File: config.mk
export PLATFORM = sky130hd
export DESIGN_NAME = player_motion_ctrl
export DESIGN_NICKNAME = d
export VERILOG_FILES = /design/src/rtl/player_motion_ctrl_pkg.sv /design/src/rtl/player_motion_ctrl_axis_mover.sv /design/src/rtl/player_motion_ctrl.sv
export SDC_FILE = /design/constraint.sdc
export NUM_CORES = 1
export LEC_CHECK = 0
export CORE_MARGIN = 3
export CORE_UTILIZATION = 40
export DETAILED_ROUTE_END_ITERATION = 8
export PLACE_DENSITY = 0.65
export RECOVER_POWER = 100
export SLEW_MARGIN = 20
export SYNTH_ARGS = -nofsm -noshare
export SYNTH_HDL_FRONTEND = slang
export SYNTH_HIERARCHICAL = 1
export SYNTH_SLANG_ARGS = --single-unit
File: constraint.sdc
create_clock -name clk -period 6.3 [get_ports clk]
set_clock_uncertainty 0.2 [all_clocks]
set_input_delay 0.63 -clock clk [delete_from_list [all_inputs] [get_ports clk]]
set_output_delay 0.63 -clock clk [all_outputs]
set_load 0.02 [all_outputs]
File: src/rtl/player_motion_ctrl_pkg.sv
// Shared encodings for the player motion controller: axis states, move
// directions, button and wall-hit bit positions.
package player_pkg;

  typedef enum logic {
    ST_IDLE = 1'b0,
    ST_MOVE = 1'b1
  } axis_state_t;

  typedef enum logic [1:0] {
    DIR_NONE = 2'd0,
    DIR_POS  = 2'd1,
    DIR_NEG  = 2'd2
  } dir_t;

  localparam int BTN_R = 0;
  localparam int BTN_L = 1;
  localparam int BTN_D = 2;
  localparam int BTN_U = 3;

  localparam int HIT_RIGHT  = 0;
  localparam int HIT_LEFT   = 1;
  localparam int HIT_BOTTOM = 2;
  localparam int HIT_TOP    = 3;

  // Opposing buttons cancel; takes already-inverted (active-high) presses.
  function automatic dir_t dir_decode(input logic pos_pressed, input logic neg_pressed);
    if (pos_pressed && !neg_pressed) return DIR_POS;
    if (neg_pressed && !pos_pressed) return DIR_NEG;
    return DIR_NONE;
  endfunction

endpackage

File: src/rtl/player_motion_ctrl_axis_mover.sv
// One motion axis: IDLE/MOVE FSM, hold-to-accelerate speed ramp, and
// edge clamping with per-wall hit pulses. Everything advances on game_en.
module axis_mover
  import player_pkg::*;
#(
  parameter int COORD_W    = 10,
  parameter int LIMIT      = 610,
  parameter int INIT       = 50,
  parameter int MIN_STEP   = 1,
  parameter int MAX_STEP   = 8,
  parameter int RAMP_TICKS = 4,
  parameter int SPEED_W    = 4
) (
  input  logic               clk,
  input  logic               rst,
  input  logic               game_en,
  input  dir_t               dir,
  output logic [COORD_W-1:0] pos,
  output logic [SPEED_W-1:0] speed,
  output logic               move_next,
  output logic               hit_pos,
  output logic               hit_neg
);

  localparam int CNT_W = $clog2(RAMP_TICKS + 1);
  localparam logic [SPEED_W-1:0] MIN_S = SPEED_W'(MIN_STEP);
  localparam logic [SPEED_W-1:0] MAX_S = SPEED_W'(MAX_STEP);
  localparam logic [COORD_W:0]   LIM_E = (COORD_W + 1)'(LIMIT);

  function automatic logic [SPEED_W-1:0] sat_inc(input logic [SPEED_W-1:0] s);
    return (s >= MAX_S) ? MAX_S : s + 1'b1;
  endfunction

  axis_state_t        state_q, state_d;
  dir_t               last_dir_q, last_dir_d;
  logic [COORD_W-1:0] pos_q, pos_d;
  logic [SPEED_W-1:0] speed_q, speed_d;
  logic [CNT_W-1:0]   cnt_q, cnt_d;
  logic               hit_pos_q, hit_pos_d;
  logic               hit_neg_q, hit_neg_d;
  logic               do_move;
  logic               clamped;
  logic [SPEED_W-1:0] step;
  logic [COORD_W:0]   step_e;
  logic [COORD_W:0]   sum_e;

  always_comb begin
    state_d    = state_q;
    last_dir_d = last_dir_q;
    pos_d      = pos_q;
    speed_d    = speed_q;
    cnt_d      = cnt_q;
    hit_pos_d  = 1'b0;
    hit_neg_d  = 1'b0;
    do_move    = 1'b0;
    clamped    = 1'b0;
    step       = MIN_S;
    step_e     = '0;
    sum_e      = '0;
    if (game_en) begin
      case (state_q)
        ST_IDLE: begin
          if (dir != DIR_NONE) begin
            state_d    = ST_MOVE;
            last_dir_d = dir;
            speed_d    = MIN_S;
            cnt_d      = CNT_W'(1);
            do_move    = 1'b1;
          end
        end
        default: begin
          if (dir == DIR_NONE) begin
            state_d = ST_IDLE;
            speed_d = MIN_S;
            cnt_d   = '0;
          end else if (dir == last_dir_q) begin
            step    = speed_q;
            do_move = 1'b1;
            if (cnt_q == CNT_W'(RAMP_TICKS - 1)) begin
              cnt_d   = '0;
              speed_d = sat_inc(speed_q);
            end else begin
              cnt_d = cnt_q + 1'b1;
            end
          end else begin
            last_dir_d = dir;
            speed_d    = MIN_S;
            cnt_d      = CNT_W'(1);
            do_move    = 1'b1;
          end
        end
      endcase

      // One extra bit keeps pos+step from wrapping before the compare.
      step_e = (COORD_W + 1)'(step);
      sum_e  = {1'b0, pos_q} + step_e;
      if (do_move) begin
        if (dir == DIR_POS) begin
          if (sum_e > LIM_E) begin
            pos_d     = COORD_W'(LIMIT);
            hit_pos_d = 1'b1;
            clamped   = 1'b1;
          end else begin
            pos_d = sum_e[COORD_W-1:0];
          end
        end else begin
          if ({1'b0, pos_q} < step_e) begin
            pos_d     = '0;
            hit_neg_d = 1'b1;
            clamped   = 1'b1;
          end else begin
            pos_d = pos_q - COORD_W'(step);
          end
        end
      end
      if (clamped) begin
        speed_d = MIN_S;
        cnt_d   = '0;
      end
    end
  end

  always_ff @(posedge clk) begin
    if (rst) begin
      state_q    <= ST_IDLE;
      last_dir_q <= DIR_NONE;
      pos_q      <= COORD_W'(INIT);
      speed_q    <= MIN_S;
      cnt_q      <= '0;
      hit_pos_q  <= 1'b0;
      hit_neg_q  <= 1'b0;
    end else begin
      state_q    <= state_d;
      last_dir_q <= last_dir_d;
      pos_q      <= pos_d;
      speed_q    <= speed_d;
      cnt_q      <= cnt_d;
      hit_pos_q  <= hit_pos_d;
      hit_neg_q  <= hit_neg_d;
    end
  end

  assign pos       = pos_q;
  assign speed     = speed_q;
  assign move_next = (state_d == ST_MOVE);
  assign hit_pos   = hit_pos_q;
  assign hit_neg   = hit_neg_q;

endmodule

File: src/rtl/player_motion_ctrl.sv
// Two-axis sprite motion controller: decodes active-low buttons into per-axis
// directions and packs the axis status into moving/wall_hit.
module player_motion_ctrl
  import player_pkg::*;
#(
  parameter int COORD_W    = 10,
  parameter int SCREEN_W   = 640,
  parameter int SCREEN_H   = 480,
  parameter int BOX_W      = 30,
  parameter int BOX_H      = 30,
  parameter int INIT_X     = 50,
  parameter int INIT_Y     = 225,
  parameter int MIN_STEP   = 1,
  parameter int MAX_STEP   = 8,
  parameter int RAMP_TICKS = 4,
  parameter int SPEED_W    = 4
) (
  input  logic               clk,
  input  logic               rst,
  input  logic               game_en,
  input  logic [3:0]         buttons,
  output logic [COORD_W-1:0] box_x,
  output logic [COORD_W-1:0] box_y,
  output logic               moving,
  output logic [3:0]         wall_hit,
  output logic [SPEED_W-1:0] speed_x,
  output logic [SPEED_W-1:0] speed_y
);

  localparam int MAX_XPOS = SCREEN_W - BOX_W;
  localparam int MAX_YPOS = SCREEN_H - BOX_H;

  logic [3:0] pressed;
  dir_t       dir_x, dir_y;
  logic       x_move_next, y_move_next;
  logic       x_hit_pos, x_hit_neg, y_hit_pos, y_hit_neg;
  logic       moving_q, moving_d;

  assign pressed = ~buttons;
  assign dir_x   = dir_decode(pressed[BTN_R], pressed[BTN_L]);
  assign dir_y   = dir_decode(pressed[BTN_D], pressed[BTN_U]);

  axis_mover #(
    .COORD_W(COORD_W), .LIMIT(MAX_XPOS), .INIT(INIT_X), .MIN_STEP(MIN_STEP),
    .MAX_STEP(MAX_STEP), .RAMP_TICKS(RAMP_TICKS), .SPEED_W(SPEED_W)
  ) u_axis_x (
    .clk(clk), .rst(rst), .game_en(game_en), .dir(dir_x),
    .pos(box_x), .speed(speed_x), .move_next(x_move_next),
    .hit_pos(x_hit_pos), .hit_neg(x_hit_neg)
  );

  axis_mover #(
    .COORD_W(COORD_W), .LIMIT(MAX_YPOS), .INIT(INIT_Y), .MIN_STEP(MIN_STEP),
    .MAX_STEP(MAX_STEP), .RAMP_TICKS(RAMP_TICKS), .SPEED_W(SPEED_W)
  ) u_axis_y (
    .clk(clk), .rst(rst), .game_en(game_en), .dir(dir_y),
    .pos(box_y), .speed(speed_y), .move_next(y_move_next),
    .hit_pos(y_hit_pos), .hit_neg(y_hit_neg)
  );

  // Tracks the axis state registers so it only changes on a game tick.
  always_comb begin
    moving_d = moving_q;
    if (game_en) moving_d = x_move_next | y_move_next;
  end

  always_ff @(posedge clk) begin
    if (rst) moving_q <= 1'b0;
    else     moving_q <= moving_d;
  end

  assign moving = moving_q;

  always_comb begin
    wall_hit             = '0;
    wall_hit[HIT_RIGHT]  = x_hit_pos;
    wall_hit[HIT_LEFT]   = x_hit_neg;
    wall_hit[HIT_BOTTOM] = y_hit_pos;
    wall_hit[HIT_TOP]    = y_hit_neg;
  end

endmodule

== Word level (Yosys, flattened, before mapping) ==
Cells that the tools add are included.

* Input bits: 7
* Word-level logic and storage cells: 158
* Flip-flop bits (word level): 45
* Output and inout port bits: 33

* Reduce and logical (&&, ||, !) cells: 28
* Eq/ne operators: 12
* Add/subtract/negate cells: 8
* Magnitude comparators: 6
* Bitwise logic cells: 7
* Mux-type cells: 82

{| class="wikitable"
|+ Operators with widths
! kind !! number
|-
| $mux W4 || 22
|-
| $mux W10 || 6
|-
| $mux W3 || 12
|-
| $mux W2 || 16
|-
| $mux W1 || 26
|-
| $add A10 B4 Y11 || 2
|-
| $lt A10 B4 Y1 || 2
|-
| $sub A10 B4 Y10 || 2
|-
| $reduce_or A4 Y1 || 4
|-
| $gt A11 B10 Y1 const B || 1
|-
| $gt A11 B9 Y1 const B || 1
|-
| $ne A5 B5 Y1 const B || 2
|-
| $add A4 B1 Y4 const B || 2
|-
| $ge A4 B4 Y1 const B || 2
|-
| $ne A2 B2 Y1 const B || 4
|-
| $reduce_and A2 Y1 || 4
|-
| $reduce_and A4 Y1 || 2
|-
| $reduce_bool A2 Y1 || 4
|-
| $add A3 B1 Y3 const B || 2
|-
| $eq A3 B2 Y1 const B || 2
|-
| $reduce_and A3 Y1 || 2
|-
| $reduce_bool A3 Y1 || 2
|-
| $not A1 Y1 || 5
|-
| $eq A2 B1 Y1 const B || 2
|-
| 6 further kinds || 14
|}

== Logic depth before layout (Yosys ltp) ==
* Depth after elaboration: 20
* Mapped depth: 17
* Depth with buffers taken out: 16

== Hierarchy ==
The synthesis kept the hierarchy.

{| class="wikitable"
|+ By module, submodules not included
! module !! sequential area each (sq um) !! cells an instance !! area each (sq um) !! instances
|-
| axis_mover (u_axis_x) || 440.4 || 263 || 2103.3 || 1
|-
| axis_mover (u_axis_y) || 440.4 || 226 || 1739.2 || 1
|-
| player_motion_ctrl || 20.0 || 12 || 90.1 || 1
|}

== Least setup slack after synthesis ==
No wires, ideal clock.

* Kind: in2reg
* Start point: input port buttons[3]
* End point: register u_axis_y.pos_q[4] (netlist: u_axis_y/pos[4])
* Data arrival time: 4.092 ns
* Path buffers: 1
* Cell stages on the path: 16
* Setup time: 0.086 ns
* Data required time: 6.014 ns
* Path slack: 1.922 ns
* Path through: nor2b_1 -> clkbuf_1 -> xnor2_1 -> a32oi_1 -> nor2_1 -> nand2_1 -> ha_1 -> fa_1 -> nand2b_1 -> a21o_2 -> xor2_1 -> nand3_1 -> o311a_4 -> or3_4 -> or3_1 -> a221oi_2

* Cells in the longest elaborated chain, start to end: 15
* Elaborated cells between the ends (all ways): 30
* Classes of those cells: 2 x add/sub; 2 x order compare; 2 x eq/ne; 17 x mux; 1 x bitwise; 6 x reduce/logical

{| class="wikitable"
|+ RTL lines
! item !! RTL line !! source
|-
| start, declared || player_motion_ctrl.sv:21 || <nowiki>input logic [3:0] buttons,</nowiki>
|-
| $not A4 Y4 * || player_motion_ctrl.sv:39 || <nowiki>assign pressed = ~buttons;</nowiki>
|-
| $logic_and A1 B1 Y1 || player_motion_ctrl_pkg.sv:29 || <nowiki>if (neg_pressed && !pos_pressed) return DIR_NEG;</nowiki>
|-
| $mux W1 (2 in series) || player_motion_ctrl_pkg.sv:29 ||
|-
| $mux W2 || player_motion_ctrl_pkg.sv:30 || <nowiki>return DIR_NONE;</nowiki>
|-
| $mux W2 * || player_motion_ctrl_pkg.sv:29 ||
|-
| $eq A2 B2 Y1 || player_motion_ctrl_axis_mover.sv:76 || <nowiki>end else if (dir == last_dir_q) begin</nowiki>
|-
| $mux W4 || player_motion_ctrl_axis_mover.sv:76 ||
|-
| $mux W4 || player_motion_ctrl_axis_mover.sv:72 || <nowiki>if (dir == DIR_NONE) begin</nowiki>
|-
| $mux W4 || player_motion_ctrl_axis_mover.sv:61 || <nowiki>case (state_q)</nowiki>
|-
| $mux W4 || player_motion_ctrl_axis_mover.sv:60 || <nowiki>if (game_en) begin</nowiki>
|-
| $add A10 B4 Y11 || player_motion_ctrl_axis_mover.sv:96 || <nowiki>sum_e = {1'b0, pos_q} + step_e;</nowiki>
|-
| $gt A11 B9 Y1 || player_motion_ctrl_axis_mover.sv:99 || <nowiki>if (sum_e > LIM_E) begin</nowiki>
|-
| $mux W10 || player_motion_ctrl_axis_mover.sv:99 ||
|-
| $mux W10 || player_motion_ctrl_axis_mover.sv:98 || <nowiki>if (dir == DIR_POS) begin</nowiki>
|-
| end signal, assigned || player_motion_ctrl_axis_mover.sv:127 || <nowiki>pos_q <= COORD_W'(INIT);</nowiki>
|-
| end signal, assigned || player_motion_ctrl_axis_mover.sv:135 || <nowiki>pos_q <= pos_d;</nowiki>
|-
| end, declared || player_motion_ctrl_axis_mover.sv:36 || <nowiki>logic [COORD_W-1:0] pos_q, pos_d;</nowiki>
|}

Mark *: on every way between the ends. The rest lies on a longest branch, timed or not. The select of a mux whose other input is x is not followed.
A chain may end at the register's enable or synchronous reset.

== Final worst setup path ==
* Start point: input port buttons[0]
* End point: register u_axis_x.speed_q[0] (netlist: u_axis_x/speed[0])

* Cells in the longest elaborated chain, start to end: 20
* Elaborated cells between the ends (all ways): 37
* Classes of those cells: 1 x add/sub; 2 x order compare; 3 x eq/ne; 23 x mux; 1 x bitwise; 7 x reduce/logical

{| class="wikitable"
|+ RTL lines
! item !! RTL line !! source
|-
| $not A4 Y4 * || player_motion_ctrl.sv:39 ||
|-
| $logic_not A1 Y1 || player_motion_ctrl_pkg.sv:29 ||
|-
| $logic_and A1 B1 Y1 || player_motion_ctrl_pkg.sv:29 ||
|-
| $mux W1 (2 in series) || player_motion_ctrl_pkg.sv:29 ||
|-
| $mux W2 || player_motion_ctrl_pkg.sv:30 ||
|-
| $mux W2 * || player_motion_ctrl_pkg.sv:29 ||
|-
| via dir_x[0] || player_motion_ctrl.sv:34 || <nowiki>dir_t dir_x, dir_y;</nowiki>
|-
| $eq A2 B2 Y1 || player_motion_ctrl_axis_mover.sv:76 ||
|-
| [4 not listed] || - ||
|-
| $add A10 B4 Y11 || player_motion_ctrl_axis_mover.sv:96 ||
|-
| $gt A11 B10 Y1 || player_motion_ctrl_axis_mover.sv:99 ||
|-
| $mux W1 || player_motion_ctrl_axis_mover.sv:99 ||
|-
| $mux W1 || player_motion_ctrl_axis_mover.sv:98 ||
|-
| $mux W1 || player_motion_ctrl_axis_mover.sv:97 || <nowiki>if (do_move) begin</nowiki>
|-
| $mux W1 || player_motion_ctrl_axis_mover.sv:60 ||
|-
| $ne A5 B5 Y1 (no source line) or $reduce_bool A3 Y1 (tied branches) || - ||
|-
| $reduce_and A3 Y1 (no source line) || - ||
|-
| end signal, assigned || player_motion_ctrl_axis_mover.sv:136 || <nowiki>speed_q <= speed_d;</nowiki>
|-
| end, declared || player_motion_ctrl_axis_mover.sv:37 || <nowiki>logic [SPEED_W-1:0] speed_q, speed_d;</nowiki>
|}

The timed path passes the listed nets; every way through them passes the cells marked *. The select of a mux whose other input is x is not followed.

==> impl_metrics.csv <==
group,metric,value,unit
clock_network,holdBufCountCts,0,
final_layout,syn2layout_area_growth,10.9,%
placement,gp_congestion,0.948,
drt,dr_total_vias,3772,
worst_setup_path,cp_slowest_cell,"dlygate4sd3_1",
synthesis,yosysUniqueCellTypes,87,
worst_setup_path,cp_top_family,"compound AO/OA/AOI/OAI gates",
synthesis,synthFlopType,"dfxtp_1",
clock_network,htreeDepth,2,
clock_network,clock_path_buffers,2,
drt,wl_per_cell,15.7,um
synthesis,synthTopCellsByArea,"dfxtp_1, ha_1, nand2_1, a21oi_1, nor2_1",
worst_setup_path,worst_r2r_endpoint,"u_axis_x/speed[0]$_SDFFE_PP1P_",
power,seqPwrFrac,45.9,%
final_layout,diodes,0,
floorplan,die-width,105,um
synthesis,synth_top_area_cell,"dfxtp_1",
drt,dr.pass1.iters,5,
clock_network,clk_pin_slew_worst_paths,90,ps
drt,drt-initial-drc-count,208,
worst_hold_path,hp-start,"u_axis_y/cnt_q[2]$_SDFFE_PP0P_",
power,p_switching,210,uW
clock_network,cts_setup_buffers,0,
clock_network,numCtsBuffers,5,
floorplan,core_area,9420,um2
worst_setup_path,critPathRequiredTime,6290,ps
sta,finalHoldViolCount,0,
synthesis,syn_area,3930,um2
power,intPower,467,uW
synthesis,synth_warnings,6,
final_layout,num-fill-cells,954,
sta,worstMarginPinSlew,783,ps
power,p_clk_share,32.8,%
grt,grt_max_degree,44,
synthesis,syn-num-nets,534,
power,p_leak,1.69,nW
worst_setup_path,critPathMaxFanout,10,
worst_setup_path,critPathMaxStageDelay,540,ps
worst_hold_path,hold_end,"u_axis_y/cnt_q[2]$_SDFFE_PP0P_",
sta,finalCritPeriodShare,87.5,%
placement,dp_hpwl,7610,um
floorplan,initial_core_util,41.8,%
synthesis,yosysSeqAreaShare,22.9,%
worst_setup_path,start_kind,"input pin",
grt,track_usage,18.3,%
sta,maxSlewHeadroom,47.8,%
clock_network,cts_root_buf,"clkbuf_8",
sta,finalSetupViolCount,0,
synthesis,netlist_instances,501,
sta,setup_tns,0,ps
worst_hold_path,whs_path_depth,2,
worst_setup_path,crit_buf_inv,2,
worst_hold_path,hp-class,"flop to flop",
outcome,status,"finished, final reports clean",
sta,rsz0062_at_grt,"false",
clock_network,cts.sinks,45,
clock_network,cts_tree,"built",
flow_run,drv_cap,0,
grt,antenna_found_initial,0,
worst_setup_path,r2r_start,"u_axis_x/last_dir_q[0]$_SDFFE_PP0P_",
worst_setup_path,end_kind,"flop",
final_layout,finalNetCount,555,
worst_setup_path,r2r_cells,13,
floorplan,rows,35,
sta,max_freq,0.181,GHz
power,peakVddDrop,95.6,uV
sta,min_period,5510,ps
grt,grt_overflow_total,0,
drt,drc,0,
power,swShare,31.0,%
floorplan,die_y,105,um
synthesis,syn_avg_cell_area,7.85,um2
placement,numPortBuffers,39,
worst_setup_path,crit_arrival,5500,ps
drt,via_per_inst,5.79,
power,combPwrFrac,21.3,%
grt,grt_pass1_vias,3542,
floorplan,die-area,11100,um2
sta,drv_slew,0,
floorplan,boundaryPins,40,
synthesis,ys_ff_latch,45,
synthesis,synth_top_area_share,22.9,%
drt,ant_nets,0,
worst_setup_path,crit_type,"input pin to flop",
power,total_power,677,uW
drt,drt_wl_total,10200,um
clock_network,cts_resized,0,
final_layout,drive_gt1_share,8.24,%
grt,grt_pass1_wl,17000,um
power,power_density,155,nW/um2
final_layout,regArea,901,um2
worst_setup_path,r2r_setup_slack,1990,ps
clock_network,clk_latency,300,ps
worst_setup_path,crit_chain,"dlygate4sd3_1, nor2b_1, clkbuf_1, nor2b_1, nand3b_1, a21oi_1, nand2_1, ha_1, nor3b_2, o31ai_1, nand3_1, o221ai_1, a2bb2oi_1, a21oi_1, a21oi_2, a211o_1",
synthesis,synthArstFlopShare,0,%
final_layout,multiInputGateArea,2660,um2
synthesis,synth-edff-count,0,
-- sequential cells by signal (all words and copies together), names as in the netlist, 2 cells and up --
name and count:
u_axis_x/last_dir_q 2, u_axis_x/speed 4, u_axis_y/pos 10, u_axis_y/cnt_q 3
u_axis_x/pos 10, u_axis_x/cnt_q 3, u_axis_y/speed 4, u_axis_y/last_dir_q 2
-- synth_stat cells (4+ instances only) --
master and instances:
fa_1 4, inv_1 31, ha_1 22, o31ai_1 5, o21ai_0 26, o211ai_1 6, a21oi_1 38, nand3b_1 5
nor2b_1 15, nand2b_1 8, a22oi_1 4, a211o_1 4, nand3_1 17, and2_1 5, or3_1 6, o21ai_1 4
xor2_1 6, nand2_1 52, and3_1 4, o21a_1 5, nand4_1 5, nand4b_1 5, nor2_1 37, dfxtp_1 45
a31oi_1 5, clkbuf_1 14, buf_2 6, buf_4 4, a211oi_1 5, nor3_1 17
-- layer usage --
metal | global-route usage, % | vias to the layer above | wire length, um
li1 | - | 1847 | -
met1 | 23.9 | 1782 | 4620
met2 | 29.9 | 118 | 4880
met3 | 2.90 | 25 | 501
met4 | 7.22 | 0 | 232
met5 | 0 | - | 0
-- power by group through the flow --
stage / clock network (mW) / logic (mW) / registers, mW
4_1_cts: 0.230 / 0.150 / 0.311
3_3_place_gp: 0 / 0.149 / 0.318
2_1_floorplan: 0 / 0.105 / 0.319
3_5_place_dp: 0 / 0.149 / 0.318
5_1_grt: 0.239 / 0.160 / 0.313
6_report: 0.222 / 0.144 / 0.311
-- per-stage QoR --
step / std cells / utilization (%) / hold slack (ps) / cell area [um2] / setup WS (ps)
floorplan: 501 / - / 207 / 3930 / 1920
global placement: 644 / 46.1 / 214 / 4340 / 911
detailed placement: 644 / 46.1 / 229 / 4340 / 900
CTS: 651 / 47.2 / 242 / 4440 / 1190
global route: 651 / 46.3 / 254 / 4360 / 423
finish: 651 / 46.3 / 241 / 4360 / 790
-- logic make-up after synthesis --
| group | after synthesis | share of synthesized area (%) |
|---|---|---|
| adders and majority gates | 26 | 9.04 |
| DFF | 45 | 22.9 |
| AOI/OAI and AO/OA | 148 | 28.0 |
| and+or+nand+nor | 207 | 29.0 |
| buffers and inverters | 61 | 7.54 |
| xor gates and xnor gates | 9 | 2.00 |
| muxes | 5 | 1.53 |
-- worst register-to-register path: cells and delay by family, from the launching register on --
kind                     cells  cell delay [ps]
AND/OR/NAND/NOR              4              700
XOR/XNOR                     1              150
adder cells (fa/ha/maj)      1              530
flip-flops                   1              430
AO/OA/AOI/OAI                7             2190
-- placed cells by master, fill, tap and decap left out, types with 5 or more instances in the layout --
cell and count:
nand2_1 53, dfxtp_1 45, a21oi_1 39, nor2_1 37
dlygate4sd3_1 36, inv_1 31, o21ai_0 27, ha_1 22
nand3_1 18, nor3_1 17, nor2b_1 16, nand2b_1 8
xor2_1 6, o211ai_1 6, or3_1 6, a211oi_1 5
clkbuf_8 5, nand3b_1 5, o21a_1 5, and2_1 5
o31ai_1 5, nand4b_1 5, a31oi_1 5, nand4_1 5
-- final cells by class --
class                      instances  area share (%)
multi-input combinational        395            61.1
sequential                        45            20.6
timing repair buffer              43            9.46
tap                              129            3.70
inverter                          32            2.75
clock buffer                       5            1.58
clock inverter                     2           0.803
-- worst max-delay path by stage --
stage	startpoint	endpoint	slack, ps	cells past startpoint
6_report	buttons[0]	u_axis_x/speed[0]$_SDFFE_PP1P_	790	16
4_1_cts	buttons[3]	u_axis_y/pos[4]$_SDFFE_PP0P_	1190	16
5_1_grt	buttons[0]	u_axis_x/speed[0]$_SDFFE_PP1P_	420	16
2_1_floorplan	buttons[3]	u_axis_y/pos[4]$_SDFFE_PP0P_	1920	16
3_5_place_dp	buttons[3]	u_axis_y/pos[4]$_SDFFE_PP0P_	900	16
3_3_place_gp	buttons[3]	u_axis_y/pos[4]$_SDFFE_PP0P_	910	16
Power figures use the tool's default switching activity.
